==> src/rtl/move_tracker_pkg.sv <==
// Shared definitions for the rat solver and its downstream move tracker:
// the 2-bit move encoding and the tracker state encoding.
package move_tracker_pkg;

    localparam logic [1:0] MV_UP    = 2'b00;
    localparam logic [1:0] MV_RIGHT = 2'b01;
    localparam logic [1:0] MV_LEFT  = 2'b10;
    localparam logic [1:0] MV_DOWN  = 2'b11;

    typedef enum logic [1:0] {
        ST_IDLE   = 2'd0,
        ST_TRACK  = 2'd1,
        ST_FINISH = 2'd2,
        ST_ERROR  = 2'd3
    } state_e;

endpackage

==> src/rtl/move_fifo.sv <==
// Synchronous FIFO holding the accepted moves in order. Pointers carry one
// extra wrap bit so full and empty are told apart without a counter.
// dout is registered and only changes on an accepted pop.
module move_fifo #(
    parameter int WIDTH = 2,
    parameter int DEPTH = 256
) (
    input  logic             clk,
    input  logic             rst_n,
    input  logic             push,
    input  logic             pop,
    input  logic             flush,
    input  logic [WIDTH-1:0] din,
    output logic             full,
    output logic             empty,
    output logic [WIDTH-1:0] dout
);
    localparam int AW = $clog2(DEPTH);

    logic [WIDTH-1:0] mem_q [DEPTH];
    logic [AW:0]      wr_q, rd_q;
    logic [WIDTH-1:0] dout_q;
    logic             do_push, do_pop;

    assign full    = (wr_q[AW] != rd_q[AW]) && (wr_q[AW-1:0] == rd_q[AW-1:0]);
    assign empty   = (wr_q == rd_q);
    assign do_push = push && !full && !flush;
    assign do_pop  = pop && !empty && !flush;
    assign dout    = dout_q;

    // Pointer and read-data registers; flush empties without touching dout.
    always_ff @(posedge clk or negedge rst_n) begin
        if (!rst_n) begin
            wr_q   <= '0;
            rd_q   <= '0;
            dout_q <= '0;
        end else if (flush) begin
            wr_q <= '0;
            rd_q <= '0;
        end else begin
            if (do_push) wr_q <= wr_q + 1'b1;
            if (do_pop) begin
                dout_q <= mem_q[rd_q[AW-1:0]];
                rd_q   <= rd_q + 1'b1;
            end
        end
    end

    // Storage array; contents are meaningless once the pointers are reset.
    always_ff @(posedge clk) begin
        if (do_push) mem_q[wr_q[AW-1:0]] <= din;
    end

endmodule

==> src/rtl/move_tracker.sv <==
// Replays the solver's move stream from (0,0), range-checks each step,
// counts accepted moves, buffers them for readout and issues a verdict
// once the solver reports done or fail.
module move_tracker
    import move_tracker_pkg::*;
#(
    parameter int N        = 4,
    parameter int DEPTH    = 256,
    parameter int LW       = 8,
    parameter int GOAL_ROW = 15,
    parameter int GOAL_COL = 15
) (
    input  logic          clk,
    input  logic          RST,
    input  logic          run,
    input  logic          move_valid,
    input  logic [1:0]    move,
    input  logic          done_in,
    input  logic          fail_in,
    input  logic          rd_en,
    output logic [N-1:0]  row,
    output logic [N-1:0]  col,
    output logic [LW-1:0] path_len,
    output logic          busy,
    output logic          verdict_valid,
    output logic          goal_ok,
    output logic          bad_move,
    output logic [1:0]    rd_data,
    output logic          rd_empty
);
    localparam logic [N:0] ONE = (N+1)'(1);

    state_e        state_q;
    logic [N-1:0]  row_q, col_q;
    logic [LW-1:0] len_q;
    logic          busy_q, vv_q, goal_q, bad_q;

    logic [N:0]    row_d, col_d;
    logic          oob, len_max, step_err, at_goal;
    logic          fifo_full, fifo_push, fifo_pop;

    // Candidate post-move position, one bit wider so a step off either edge
    // shows up as the top bit (underflow wraps to all-ones, overflow carries).
    always_comb begin
        row_d = {1'b0, row_q};
        col_d = {1'b0, col_q};
        if (move_valid) begin
            case (move)
                MV_UP:    row_d = {1'b0, row_q} - ONE;
                MV_RIGHT: col_d = {1'b0, col_q} + ONE;
                MV_LEFT:  col_d = {1'b0, col_q} - ONE;
                MV_DOWN:  row_d = {1'b0, row_q} + ONE;
                default:  ;
            endcase
        end
    end

    assign oob       = row_d[N] | col_d[N];
    assign len_max   = &len_q;
    assign step_err  = move_valid && (oob || fifo_full || len_max);
    assign at_goal   = (row_d[N-1:0] == N'(GOAL_ROW)) && (col_d[N-1:0] == N'(GOAL_COL));
    assign fifo_push = (state_q == ST_TRACK) && !run && move_valid && !step_err;
    assign fifo_pop  = (state_q == ST_FINISH) && !run && rd_en;

    move_fifo #(.WIDTH(2), .DEPTH(DEPTH)) u_fifo (
        .clk   (clk),
        .rst_n (RST),
        .push  (fifo_push),
        .pop   (fifo_pop),
        .flush (run),
        .din   (move),
        .full  (fifo_full),
        .empty (rd_empty),
        .dout  (rd_data)
    );

    // Tracker FSM with registered position, length and verdict flags;
    // run restarts from any state and overrides every other input.
    always_ff @(posedge clk or negedge RST) begin
        if (!RST) begin
            state_q <= ST_IDLE;
            row_q   <= '0;
            col_q   <= '0;
            len_q   <= '0;
            busy_q  <= 1'b0;
            vv_q    <= 1'b0;
            goal_q  <= 1'b0;
            bad_q   <= 1'b0;
        end else if (run) begin
            state_q <= ST_TRACK;
            row_q   <= '0;
            col_q   <= '0;
            len_q   <= '0;
            busy_q  <= 1'b1;
            vv_q    <= 1'b0;
            goal_q  <= 1'b0;
            bad_q   <= 1'b0;
        end else if (state_q == ST_TRACK) begin
            if (step_err) begin
                // Position and length stay as they were before the bad step.
                state_q <= ST_ERROR;
                busy_q  <= 1'b0;
                vv_q    <= 1'b1;
                bad_q   <= 1'b1;
                goal_q  <= 1'b0;
            end else begin
                if (move_valid) begin
                    row_q <= row_d[N-1:0];
                    col_q <= col_d[N-1:0];
                    len_q <= len_q + LW'(1);
                end
                if (fail_in) begin
                    state_q <= ST_FINISH;
                    busy_q  <= 1'b0;
                    vv_q    <= 1'b1;
                    goal_q  <= 1'b0;
                end else if (done_in) begin
                    state_q <= ST_FINISH;
                    busy_q  <= 1'b0;
                    vv_q    <= 1'b1;
                    goal_q  <= at_goal;
                end
            end
        end
    end

    assign row           = row_q;
    assign col           = col_q;
    assign path_len      = len_q;
    assign busy          = busy_q;
    assign verdict_valid = vv_q;
    assign goal_ok       = goal_q;
    assign bad_move      = bad_q;

endmodule

==> config.mk <==
export PLATFORM = sky130hd
export DESIGN_NAME = move_tracker
export DESIGN_NICKNAME = d
export VERILOG_FILES = /design/src/rtl/move_tracker_pkg.sv /design/src/rtl/move_fifo.sv /design/src/rtl/move_tracker.sv
export SDC_FILE = /design/constraint.sdc
export NUM_CORES = 1
export LEC_CHECK = 0
export BUFFER_PORTS_ARGS = -buffer_cell sky130_fd_sc_hd__buf_2
export CORE_MARGIN = 2
export CORE_UTILIZATION = 60
export DETAILED_ROUTE_END_ITERATION = 6
export GPL_ROUTABILITY_DRIVEN = 0
export GPL_TIMING_DRIVEN = 0
export PLACE_DENSITY = 0.84
export REMOVE_ABC_BUFFERS = 1
export SETUP_SLACK_MARGIN = 0.3
export SLEW_MARGIN = 20
export SYNTH_ARGS = -nofsm -noshare
export SYNTH_HDL_FRONTEND = slang
export SYNTH_SLANG_ARGS = --single-unit
==> constraint.sdc <==
create_clock -name clk -period 3.36 [get_ports clk]
set_clock_uncertainty 0.2 [all_clocks]
set_input_delay 0.672 -clock clk [delete_from_list [all_inputs] [get_ports clk]]
set_output_delay 0.672 -clock clk [all_outputs]
set_load 0.05 [all_outputs]
==> results.ini, run 1 <==
[logic_synthesis]
syn_area_per_cell_um2 = 15.9
synth-seq-area-share = 0.696
async_flop_share = 0.0741
synth_edf_count = 512
ys_ff_latch = 553
syn_area_um2 = 23600
ys.flop_type = edfxtp_1
synth_cell_types = 64
syn-instance-count = 1482
yosys_warnings = 0

[global_route]
antenna_found_initial = 2
overflow = 0
grt_pass1_vias = 15629
grt_start_max_net_pins = 152
grt_pass1_wl_um = 99300
grt.total_usage = 0.333

[drt]
finalWirelength_um = 77100
drt_iter0_markers = 2902
routed.top_layer = met5
vias = 16253
postRouteAntennaNets = 0
wl_met1_um = 22700
vias_per_cell = 7.52
met3RoutedLength_um = 12200
met2WireLength_um = 34900
dr.pass1.iters = 7
drc_errors = 60
routedWlPerCell_um = 35.7

[timing]
final.period_utilization = 1.13
setup_violations = 65
maxSlewHeadroom = 0.132
setup_slack_ps = -450
fmax_mhz = 262
hold_viol = 0
finalMaxSlewViolations = 0
rsz0062_at_grt = true
fin_crit_ps = 3810
tightest_slew_ps = 1300

[finish]
synthToLayoutAreaGrowth_pct = 20.4
regArea_um2 = 16400
fin_cells = 2161
utilization = 0.733
nFillCells = 1999
layout-drive-gt1-share = 0.345
multi_input_area_um2 = 7530
nets = 1621

[setup_path]
start_kind = input port
critPathKind = in -> reg
worstPathArrival_ps = 4050
worstSetupEndpointType = register
critPathMaxFanout = 14
required_ps = 3600

[floorplan]
dieHeight_um = 202
die_x_um = 202
io_pins = 32
die_area_um2 = 40900
rows = 72
core_um2 = 38700
start_util = 0.608

[cts]
cts_tree = done
clock_path_buffers = 3
clk_latency_ps = 660
cts_root_buffer = clkbuf_16
cts.sinks = 553
cts_hold_buf = 0
cts_buffers = 54
path_clk_slew_ps = 70
cts_htree_levels = 2

[power]
ir_worst_vdd_mv = 0.493
power.leakage_nw = 8.77
power.density_nw_per_um2 = 499

[place]
hpwl_um = 30900
dp_cells = 1944
place.port_buffers = 31

[min_path]
hold_class = in -> async

[status]
failed_checks = design-rule violations, negative setup slack
status = finished, violations left

[job]
drv_cap = 0

## what timing repair did
item                       in CTS  in global routing
buffers inserted               54                 49
gates resized for setup       110                188
pin swaps                      10                 48
setup endpoints to repair     550                529
cloned                          9                  3
## where the power goes
group          total [W]  switching (W)  internal [W]
sequential       0.00757      0.0000327       0.00753
combinational   0.000580       0.000389      0.000190
clock            0.00601        0.00274       0.00326
total             0.0142        0.00317        0.0110
## worst max-delay path: stages
cell and delay, ps:
buf_16 140, inv_2 80, ha_4 170, xor2_1 210
ha_2 270, buf_4 130, o22ai_2 80, a221oi_2 480
a31o_4 200, buf_4 120, buf_6 100, buf_4 110
nand4_4 170, o31ai_1 770, a21oi_1 310
## final timing paths
| check | slack (ps) | end | from | cells past startpoint |
|---|---|---|---|---|
| worst min-delay path | 40 | state_q[0] | RST | 1 |
| worst max register to register | -440 | u_fifo.wr_q[6] | col[1] | 12 |
| worst max-delay path | -450 | u_fifo.wr_q[6] | move[0] | 15 |
| worst min register to register | 300 | busy | busy | 1 |
| min in group clk | 110 | u_fifo.mem_q[39][0] | move[0] | 1 |
| max in group asynchronous | 2090 | u_fifo.rd_q[6] | RST | 1 |
## Yosys cell counts, drive strengths merged (7+ instances only)
| cell | n | area, um2 |
|---|---|---|
| a21oi | 49 | 245 |
| nor3 | 7 | 35.0 |
| and3 | 7 | 43.8 |
| xor2 | 13 | 114 |
| xnor2 | 18 | 158 |
| nand4 | 17 | 113 |
| mux2i | 48 | 480 |
| buf | 61 | 420 |
| o221ai | 8 | 70.1 |
| a211oi | 9 | 72.6 |
| edfxtp | 512 | 15400 |
| a22oi | 21 | 158 |
| nand3 | 41 | 298 |
| inv | 16 | 60.1 |
| nor2 | 292 | 1100 |
| ha | 13 | 163 |
| nor2b | 12 | 75.1 |
| o31ai | 10 | 75.1 |
| o21ai | 9 | 45.0 |
| dfrtp | 41 | 1030 |
| mux4 | 109 | 2450 |
| nand2 | 49 | 184 |
| clkbuf | 39 | 148 |
## flip-flops by register name (all words and copies together) (netlist names)
| register | cells |
|---|---|
| u_fifo.mem_q | 512 |
| u_fifo.rd_q | 9 |
| u_fifo.wr_q | 9 |
| path_len | 8 |
| col | 4 |
| row | 4 |
| state_q | 2 |
| u_fifo.dout | 2 |
| bad_move | 1 |
| busy | 1 |
| goal_ok | 1 |
## cell usage in the layout (no fill, tap or decap), types with 12 or more instances in the layout
master | synthesis | final
buf_2 | 32 | 29
nor2_2 | 0 | 87
buf_12 | 1 | 30
a21oi_1 | 49 | 46
buf_16 | 0 | 12
buf_4 | 14 | 68
nand2_1 | 49 | 48
nor2_4 | 0 | 63
xor2_1 | 13 | 13
clkbuf_1 | 38 | 13
nor2_1 | 292 | 142
inv_1 | 16 | 14
xnor2_1 | 18 | 15
a22oi_1 | 21 | 21
edfxtp_1 | 512 | 512
nand3_1 | 33 | 24
mux2i_1 | 48 | 48
clkbuf_16 | 0 | 58
nand4_1 | 16 | 16
nand3_4 | 7 | 16
clkinv_1 | 2 | 12
dfrtp_1 | 41 | 26
mux4_2 | 109 | 109
## stage by stage
| step | power [W] | instance area (um2) | setup TNS [ps] | hold WS, ps | setup slack (ps) |
|---|---|---|---|---|---|
| floorplan | 0.00789 | 23000 | -2029350 | 176 | -3990 |
| global placement | 0.00808 | 23800 | -4109490 | 261 | -6890 |
| detailed placement | 0.00809 | 24200 | -1111080 | 272 | -2650 |
| CTS | 0.0139 | 27300 | 0 | 34.6 | 297 |
| global route | 0.0143 | 28400 | -2800 | 113 | -390 |
| finish | 0.0142 | 28400 | -4070 | 43.2 | -450 |
## final cells by class
class / count / share of cell area
inverters: 18 / 0.00251
clock inverters: 30 / 0.00824
repair buffers: 159 / 0.0711
multi-input cells: 812 / 0.265
flip-flops and latches: 553 / 0.579
well taps: 518 / 0.0228
diodes: 2 / 0.000176
clock buffers: 69 / 0.0507
## logic make-up after synthesis
family / Yosys count / synth area share
buffers and inverters: 118 / 0.0270
flip-flops: 553 / 0.696
AO/OA/AOI/OAI: 155 / 0.0457
adder cells (fa/ha/maj): 14 / 0.00775
XOR/XNOR: 31 / 0.0115
AND/OR/NAND/NOR: 450 / 0.0856
multiplexers: 161 / 0.126
## routing by layer
metal / track usage / vias up
li1: - / 5983
met1: 0.420 / 7801
met2: 0.531 / 1854
met3: 0.0926 / 613
met4: 0.182 / 2
met5: 0 / -
Note: power is estimated with default switching activity, not from simulation.
==> run 2, diff against run 1 <==
Settings changed: MAX_ROUTING_LAYER set to met4.
==> run 2 against run 1 <==
  * The flow still finishes with violations (design-rule violations, negative setup slack)
  * Via count fell by 0.30%
  * Combinational power fell by 1%
  * Clock-buffer cell count did not move
  * Critical path depth fell by 6
  * Flip-flop and latch count did not move
  * Wire length barely moved
  * Global-route usage rose by 1.0 points
  * Core utilization rose by 0.11 points
  * Largest power group unchanged
==> results.ini, run 2 (synthesis results as in run 1) <==
[status]
status = finished, violations left
failed_checks = design-rule violations, negative setup slack

[finish]
antenna_cells = 0  ; -2
nets = 1622  ; +0.062%
final_common_cell = edfxtp_1
synthToLayoutAreaGrowth_pct = 20.6
design_area_um2 = 28400  ; +0.15%
utilization = 0.734  ; +0.00110
largest_register_ffs = 512  ; unchanged
final_cell_mix = edfxtp_1 (512), nor2_1 (144), mux4_2 (109)
layout-drive-gt1-share = 0.345  ; +0.000399

[timing]
finalMaxSlewViolations = 0  ; unchanged
final.period_utilization = 1.02  ; -0.114
fmax_mhz = 292  ; +11%
setup_violations = 28  ; -57%
hold_viol = 0  ; unchanged
maxSlewHeadroom = 0.103  ; -0.0293
fin_crit_ps = 3420  ; -385 ps
setup_slack_ps = -64.9  ; +385 ps
tightest_slew_ps = 1340  ; +43.9 ps
rsz0062_at_grt = true
hold_ws_ps = 24.4  ; -18.8 ps

[cts]
clock_path_buffers = 3  ; unchanged
cts_tree = done
cts_htree_levels = 2  ; unchanged
cts_root_buffer = clkbuf_16
clk_latency_ps = 640  ; -20 ps
path_clk_slew_ps = 80  ; about the same
cts_buffers = 54  ; unchanged
cts.sinks = 553  ; unchanged

[job]
drv_cap = 0  ; unchanged

[place]
place_area_um2 = 24200  ; unchanged
place.port_buffers = 31  ; unchanged
hpwl_um = 30900  ; unchanged
dp_worst_setup_slack_ps = -2650  ; unchanged

[floorplan]
rows = 72  ; unchanged
dieHeight_um = 202  ; unchanged
core_um2 = 38700  ; unchanged
die_area_um2 = 40900  ; unchanged
die_x_um = 202  ; unchanged
start_util = 0.608  ; unchanged
io_pins = 32  ; unchanged

[power]
power.density_nw_per_um2 = 498  ; -0.21%
power.leakage_nw = 8.77  ; about the same
ir_worst_vdd_mv = 0.514  ; +4.3%

[drt]
drt_iter0_markers = 2990  ; +3.0%
postRouteAntennaNets = 0  ; unchanged
finalWirelength_um = 77100  ; about the same
vias_per_cell = 7.50  ; -0.26%
vias = 16204  ; -0.30%
drc_errors = 59  ; -1.7%
routedWlPerCell_um = 35.7  ; about the same
dr.pass1.iters = 7  ; unchanged

[setup_path]
required_ps = 3470  ; -130 ps
r2r_cells = 9  ; -3
critPathKind = reg -> reg
r2r_start = u_fifo.rd_q[3]
r2r-end = u_fifo.mem_q[22][1]
timing.reg2reg.setup_slack_ps = -60  ; +380 ps
worstPathArrival_ps = 3530  ; -520 ps
critPathMaxFanout = 8  ; -6
worstSetupEndpointType = register
start_kind = register

[global_route]
overflow = 0  ; unchanged
grt_pass1_vias = 15641  ; +0.077%
grt_pass1_wl_um = 99200  ; -0.13%
grt_start_max_net_pins = 152  ; unchanged
antenna_found_initial = 0  ; -2
grt.total_usage = 0.344  ; +0.0102

[min_path]
hold_class = in -> async

-- run 2: layer usage --
metal,up-vias,GRT usage,routed length (um)
met2,1840,0.533,35300
met5,-,-,0
met4,0,0.180,6950
met1,7806,0.420,22900
met3,583,0.0901,11900
li1,5975,-,-
-- run 2: worst max path at each step --
stage / start / endpoint
2_1_floorplan: u_fifo.rd_q[0] / u_fifo.rd_q[1]
3_5_place_dp: move[1] / u_fifo.mem_q[188][1]
4_1_cts: u_fifo.rd_q[0] / u_fifo.mem_q[102][0]
5_1_grt: u_fifo.rd_q[2] / u_fifo.mem_q[22][1]
6_report: u_fifo.rd_q[3] / u_fifo.mem_q[22][1]
3_3_place_gp: u_fifo.rd_q[0] / u_fifo.mem_q[170][0]
-- run 2: cell type report --
class	count	area (um2)
clock buffers	69	1440
fillers	1999	10300
flip-flops and latches	553	16400
multi-input cells	812	7540
well taps	518	648
repair buffers	160	2050
inverters	18	71.3
clock inverters	30	234
-- run 2: report_power, final --
part	internal [W]	leakage [nW]	switching (W)
Clock	0.00326	0.817	0.00275
Sequential	0.00753	5.13	0.0000296
Combinational	0.000191	2.82	0.000381
-- run 2: worst max-delay path, stage by stage, from the launching register on --
cell	delay, ps
dfrtp_4	530
xnor2_2	230
nand4_1	280
nor3_1	670
a32oi_2	220
and3_4	270
buf_12	160
nand3_4	230
buf_12	220
nor2_4	50
-- run 2: through the flow --
step / power, W / std cells / setup TNS, ps
floorplan: 0.00789 / 1382 / -2029350
global placement: 0.00808 / 1931 / -4109490
detailed placement: 0.00809 / 1944 / -1111080
CTS: 0.0139 / 2106 / 0
global route: 0.0143 / 2160 / -131
finish: 0.0141 / 2160 / -790
-- run 2: what timing repair did --
item	in CTS	in global routing
endpoints found under the hold margin	0	0
setup endpoints to repair	550	529
cloned	9	3
hold buffers	0	0
setup buffers	54	50
gates resized for setup	110	190
pin swaps	10	51
